--- src/rtl/atom_mem_arbiter.sv ---
// atom_mem_arbiter: shares the single-port 192 KB ROM/RAM between the Atom
// CPU bus and the HPS ioctl download path. The download path fills ROM slot 7.
// CPU accesses win by default. A starvation counter forces a pending download
// byte through after STARVE_MAX CPU slots. CPU writes aimed at ROM are dropped.
module atom_mem_arbiter #(
  parameter logic [7:0]  DL_INDEX   = 8'd1,
  parameter logic [17:0] DL_BASE    = 18'h17000,
  parameter int          DL_SIZE    = 4096,
  parameter int          STARVE_MAX = 8
) (
  input  logic        clk_sys,
  input  logic        reset_n,
  input  logic        cpu_req,
  input  logic [17:0] cpu_addr,
  input  logic        cpu_we,
  input  logic        cpu_rom,
  input  logic [7:0]  cpu_wdata,
  output logic [7:0]  cpu_rdata,
  output logic        cpu_ready,
  input  logic        ioctl_download,
  input  logic [7:0]  ioctl_index,
  input  logic        ioctl_wr,
  input  logic [24:0] ioctl_addr,
  input  logic [7:0]  ioctl_dout,
  output logic        ioctl_wait,
  output logic        dl_active,
  output logic        dl_done,
  output logic [12:0] dl_count,
  output logic [17:0] mem_addr,
  output logic        mem_we,
  output logic [7:0]  mem_din,
  input  logic [7:0]  mem_dout
);

  localparam logic [1:0] S_IDLE     = 2'd0;
  localparam logic [1:0] S_CPU_ADDR = 2'd1;
  localparam logic [1:0] S_CPU_DATA = 2'd2;
  localparam logic [1:0] S_DL_WR    = 2'd3;

  localparam int          SW         = $clog2(STARVE_MAX + 1);
  localparam logic [SW-1:0] STARVE_LIM = SW'(STARVE_MAX);
  localparam logic [12:0] DL_SIZE_C  = 13'(DL_SIZE);
  localparam logic [24:0] DL_SIZE_A  = 25'(DL_SIZE);

  logic [1:0]    r_state;
  logic [SW-1:0] r_starve;
  logic          r_busy;       // CPU request latched and not yet acknowledged
  logic          r_pend;       // latched CPU request not yet started
  logic [17:0]   r_cpu_addr;
  logic          r_cpu_we;
  logic          r_cpu_rom;
  logic [7:0]    r_cpu_wdata;
  logic          r_hold_full;
  logic [17:0]   r_hold_addr;
  logic [7:0]    r_hold_data;
  logic          r_done_wait;  // accept dropped while a byte was still held
  logic [7:0]    r_cpu_rdata;
  logic          r_cpu_ready;
  logic          r_dl_active;
  logic          r_dl_done;
  logic [12:0]   r_dl_count;
  logic [17:0]   r_mem_addr;
  logic          r_mem_we;
  logic [7:0]    r_mem_din;

  logic          w_accept;
  logic          w_dl_load;
  logic          w_new_req;
  logic          w_cpu_want;
  logic          w_forced;
  logic          w_go_cpu;
  logic          w_go_dl;
  logic          w_acc_rise;
  logic          w_acc_fall;
  logic [17:0]   w_req_addr;
  logic          w_req_we;
  logic          w_req_rom;
  logic [7:0]    w_req_wdata;

  assign w_accept   = ioctl_download && (ioctl_index == DL_INDEX);
  assign w_dl_load  = ioctl_wr && w_accept && (ioctl_addr < DL_SIZE_A) && !r_hold_full;
  assign w_new_req  = cpu_req && !r_busy;
  assign w_cpu_want = w_new_req || r_pend;
  assign w_forced   = r_hold_full && (r_starve == STARVE_LIM);
  assign w_acc_rise = w_accept && !r_dl_active;
  assign w_acc_fall = r_dl_active && !w_accept;

  // A request arriving this cycle is used directly so an idle access starts at once.
  assign w_req_addr  = w_new_req ? cpu_addr  : r_cpu_addr;
  assign w_req_we    = w_new_req ? cpu_we    : r_cpu_we;
  assign w_req_rom   = w_new_req ? cpu_rom   : r_cpu_rom;
  assign w_req_wdata = w_new_req ? cpu_wdata : r_cpu_wdata;

  // The download slot hands straight over to a waiting CPU access, which keeps a
  // colliding request within one extra cycle of the normal latency.
  assign w_go_cpu = w_cpu_want &&
                    (((r_state == S_IDLE) && !w_forced) || (r_state == S_DL_WR));
  assign w_go_dl  = (r_state == S_IDLE) && r_hold_full && (w_forced || !w_cpu_want);

  assign cpu_rdata  = r_cpu_rdata;
  assign cpu_ready  = r_cpu_ready;
  assign ioctl_wait = r_hold_full;
  assign dl_active  = r_dl_active;
  assign dl_done    = r_dl_done;
  assign dl_count   = r_dl_count;
  assign mem_addr   = r_mem_addr;
  assign mem_we     = r_mem_we;
  assign mem_din    = r_mem_din;

  // Arbitration FSM, holding register, registered memory port and download status.
  always_ff @(posedge clk_sys) begin
    if (!reset_n) begin
      r_state     <= S_IDLE;
      r_starve    <= '0;
      r_busy      <= 1'b0;
      r_pend      <= 1'b0;
      r_cpu_addr  <= '0;
      r_cpu_we    <= 1'b0;
      r_cpu_rom   <= 1'b0;
      r_cpu_wdata <= '0;
      r_hold_full <= 1'b0;
      r_hold_addr <= '0;
      r_hold_data <= '0;
      r_done_wait <= 1'b0;
      r_cpu_rdata <= '0;
      r_cpu_ready <= 1'b0;
      r_dl_active <= 1'b0;
      r_dl_done   <= 1'b0;
      r_dl_count  <= '0;
      r_mem_addr  <= '0;
      r_mem_we    <= 1'b0;
      r_mem_din   <= '0;
    end else begin
      r_mem_we    <= 1'b0;
      r_cpu_ready <= 1'b0;
      r_dl_done   <= 1'b0;
      r_dl_active <= w_accept;

      if (w_new_req) begin
        r_busy      <= 1'b1;
        r_cpu_addr  <= cpu_addr;
        r_cpu_we    <= cpu_we;
        r_cpu_rom   <= cpu_rom;
        r_cpu_wdata <= cpu_wdata;
      end

      if (w_dl_load) begin
        r_hold_full <= 1'b1;
        r_hold_addr <= DL_BASE + {6'd0, ioctl_addr[11:0]};
        r_hold_data <= ioctl_dout;
      end

      case (r_state)
        S_IDLE: begin
          if (w_go_dl) begin
            r_state <= S_DL_WR;
            r_pend  <= w_cpu_want;
          end
        end
        S_CPU_ADDR: begin
          if (r_hold_full && (r_starve != STARVE_LIM))
            r_starve <= r_starve + SW'(1);
          r_state <= S_CPU_DATA;
        end
        S_CPU_DATA: begin
          r_cpu_rdata <= mem_dout;
          r_cpu_ready <= 1'b1;
          r_busy      <= 1'b0;
          r_state     <= S_IDLE;
        end
        default: begin
          r_hold_full <= 1'b0;
          r_starve    <= '0;
          if (r_dl_count != DL_SIZE_C)
            r_dl_count <= r_dl_count + 13'd1;
          if (!w_go_cpu)
            r_state <= S_IDLE;
        end
      endcase

      if (w_go_cpu) begin
        r_state    <= S_CPU_ADDR;
        r_pend     <= 1'b0;
        r_mem_addr <= w_req_addr;
        r_mem_din  <= w_req_wdata;
        r_mem_we   <= w_req_we && !w_req_rom;
      end else if (w_go_dl) begin
        r_mem_addr <= r_hold_addr;
        r_mem_din  <= r_hold_data;
        r_mem_we   <= 1'b1;
      end

      if (w_acc_rise)
        r_dl_count <= '0;

      // End-of-download pulse is held back until the last byte has been written.
      if (w_acc_fall || r_done_wait) begin
        if (!r_hold_full || (r_state == S_DL_WR)) begin
          r_dl_done   <= 1'b1;
          r_done_wait <= 1'b0;
        end else begin
          r_done_wait <= 1'b1;
        end
      end
    end
  end

endmodule

--- config.mk ---
export PLATFORM = sky130hd
export DESIGN_NAME = atom_mem_arbiter
export DESIGN_NICKNAME = d
export VERILOG_FILES = /design/src/rtl/atom_mem_arbiter.sv
export SDC_FILE = /design/constraint.sdc
export NUM_CORES = 1
export LEC_CHECK = 0
export ABC_AREA = 1
export CORE_UTILIZATION = 54
export CTS_BUF_LIST = sky130_fd_sc_hd__clkbuf_8
export CTS_CLUSTER_DIAMETER = 150
export CTS_CLUSTER_SIZE = 10
export DETAILED_ROUTE_END_ITERATION = 16
export PLACE_DENSITY = 0.93
export SLEW_MARGIN = 15
export SYNTH_ARGS = -nofsm -noshare
export SYNTH_HDL_FRONTEND = slang
export SYNTH_SLANG_ARGS = --single-unit
--- constraint.sdc ---
create_clock -name clk_sys -period 3.9 [get_ports clk_sys]
set_input_delay 0.39 -clock clk_sys [delete_from_list [all_inputs] [get_ports clk_sys]]
set_output_delay 0.39 -clock clk_sys [all_outputs]
set_load 0.02 [all_outputs]
==> impl_metrics.json <==
{
  "ioPinCount": 134,
  "n_fill_cell": 685,
  "cts_tree": "done",
  "arrival_ps": 2830,
  "cp.required_ps": 4240,
  "holdWs_ps": 470.5,
  "internal_power_mw": 1.578,
  "grt_overflow_total": 0,
  "setup_violations": 0,
  "finalWorstSetupSlack_ps": 1404,
  "via_per_inst": 5.301,
  "die_h_um": 96.94,
  "worst_pin_slew_ps": 991.0,
  "grt_usage": 0.2747,
  "status": "complete, no violations",
  "cp-start-kind": "input pin",
  "rr_worst_depth": 8,
  "clock_skew_ps": 23.49,
  "clkTransAtPathRegs_ps": 120,
  "yosysUniqueCellTypes": 31,
  "drc": 0,
  "hold_depth": 2,
  "irDropWorstVdd_mv": 0.2202,
  "p_sw_mw": 0.6374,
  "cp.buffers_inverters": 2,
  "wirelength_um": 12700,
  "cts_buffers": 9,
  "antenna_cells": 0,
  "final_hold_viol_count": 0,
  "area_growth_pct": 30.90,
  "p_total_mw": 2.216,
  "min_period_over_period": 0.6399,
  "leakage_nw": 2.705,
  "netlist_area_um2": 4867,
  "grt_pass1_vias": 4770,
  "crit_cells": 8,
  "powerDensity_nw_per_um2": 347.8,
  "cts_resized": 0,
  "yosysSeqAreaShare": 0.4524,
  "port_buffers": 133,
  "cap_violations": 0,
  "syn-instance-count": 691,
  "grt_pass1_wl_um": 21290,
  "dpl.hpwl_um": 8955,
  "drt_iter0_markers": 309,
  "drive_above_1_share": 0.06034,
  "cp_top_family": "simple AND/OR/NAND/NOR gates",
  "wire_per_inst_um": 13.80,
  "start_util": 0.5581,
  "drv_slew": 0,
  "timing.fmax_mhz": 400.7,
  "num_rows": 34,
  "die_area_um2": 9397,
  "p_sw_frac": 0.2876,
  "antenna_found_initial": 0,
  "syn-mean-instance-area_um2": 7.044,
  "critPathCaptureType": "flop",
  "relSlewSlack": 0.3393,
  "die_w_um": 96.94,
  "post_cts_buffers": 0,
  "ys_seq_elements": 110,
  "period_minus_slack_ps": 2496,
  "dp_slack_ps": 1067,
  "path_class": "input pin to flop",
  "seq_power_share": 0.536,
  "core_area_um2": 8721,
  "fin_tns_setup_ps": 0,
  "clk_latency_ps": 380,
  "syn_nets": 777,
  "grt_max_degree": 58,
  "clkPwrFrac": 0.309,
  "placed_cells": 904,
  "synth-warning-count": 0,
  "cts_buffer_depth": 2,
  "slowest_delay_ps": 740,
  "cts_sinks": 110,
  "via_count": 4877,
  "final_cells": 920,
  "hold_buffers": 0,
  "path_cells": "clkdlybuf4s50_1, nand2_2, nand2_1, a21oi_2, nand3_1, nand3_1, nand2_1, inv_1",
  "gp_congestion": 0.8522,
  "hp-class": "flop to flop",
  "final_nets": 893,
  "rsz0062_at_grt": "false",
  "cp_max_fo": 32,
  "cts_max_level": 3,
  "critPathSlowestCell": "a21oi_2",
  "cts-root-buf": "clkbuf_8",
  "p_comb_frac": 0.155,
  "dr.pass1.iters": 5,
  "postRouteAntennaNets": 0
}
==> power groups by stage <==
stage / Combinational (mW) / Sequential, mW / Clock [mW]
detailed placement: 0.339 / 1.21 / 0
CTS: 0.341 / 1.19 / 0.688
global route: 0.375 / 1.19 / 0.741
floorplan: 0.163 / 1.23 / 0
global placement: 0.330 / 1.21 / 0
finish: 0.343 / 1.19 / 0.685
==> cells in the final DEF (no fill, tap or decap), drive strengths merged <==
cell type      instances
ha                     4
clkdlybuf4s50        132
a21oi                 46
or2                    3
nor3                   1
o21a                   1
inv                   56
o21ai                 29
xnor2                  2
nand4                  9
xor2                   6
clkbuf                 9
dfxtp                110
nand3                 72
a211oi                 2
nor2                  98
nand2                227
buf                    2
clkinv                 3
==> registers in the layout, indices dropped and copies added (netlist names), 2 cells and up <==
name         count
cpu_rdata        8
dl_count        13
mem_addr        18
mem_din          8
r_cpu_addr      18
r_cpu_wdata      8
r_hold_addr     13
r_hold_data      8
r_starve         4
r_state          2
==> final timing paths <==
path	from	to	slack [ps]
hold / removal	r_busy$_SDFFE_PP0P_	r_busy$_SDFFE_PP0P_	470
hold reg to reg	r_busy$_SDFFE_PP0P_	r_busy$_SDFFE_PP0P_	470
setup reg to reg	r_busy$_SDFFE_PP0P_	mem_addr[12]$_SDFFE_PN0P_	1520
setup / recovery	cpu_req	mem_addr[12]$_SDFFE_PN0P_	1400
==> metrics by stage <==
stage	instance area, um2	util
after global routing	6371	0.7306
after CTS	6371	0.7306
final	6371	0.7306
after global placement	6172	0.7077
after detailed placement	6172	0.7077
after floorplan	4867	-
==> final cells by class <==
type,count,area [um2],area share
flip-flops and latches,110,2202,0.3456
inverters,52,195.2,0.03064
multi-input cells,500,2306,0.3619
repair buffers,134,1334,0.2093
clock inverters,7,75.07,0.01178
clock buffers,9,123.9,0.01944
well taps,108,135.1,0.02121
==> cell families (layout without fill, tap and decap cells) <==
family | count (synthesis) | in the layout | synth area share
compound gates | 78 | 78 | 0.08766
buf+inv | 81 | 202 | 0.07378
xor+xnor | 8 | 8 | 0.01440
fa+ha+maj | 4 | 4 | 0.01028
flops | 110 | 110 | 0.4524
simple gates | 410 | 410 | 0.3614
==> Yosys cell counts (all sizes together) <==
master  instances  share of area
nor3            1         0.0010
or2             3         0.0039
a211oi          2         0.0051
nand4           9          0.012
ha              4          0.010
nor2           98          0.085
dfxtp         110           0.45
nand3          72          0.077
xor2            6          0.011
o21ai          29          0.031
inv            52          0.040
a21oi          46          0.050
o21a            1         0.0015
nand2         227           0.18
buf            22          0.028
xnor2           2         0.0036
clkbuf          7         0.0054
==> tightest hold or removal path, stage by stage, from the launching register on <==
cell	delay (ps)
dfxtp_1	320
inv_2	60
a21oi_1	50
==> layer usage <==
layer	vias to the layer above	routed length (um)	GRT usage
met1	2245	5267	0.3485
li1	2420	-	-
met4	0	274	0.1160
met5	-	0	0
met2	182	6313	0.4626
met3	30	839	0.04408
Note: power is estimated with default switching activity, not from simulation.
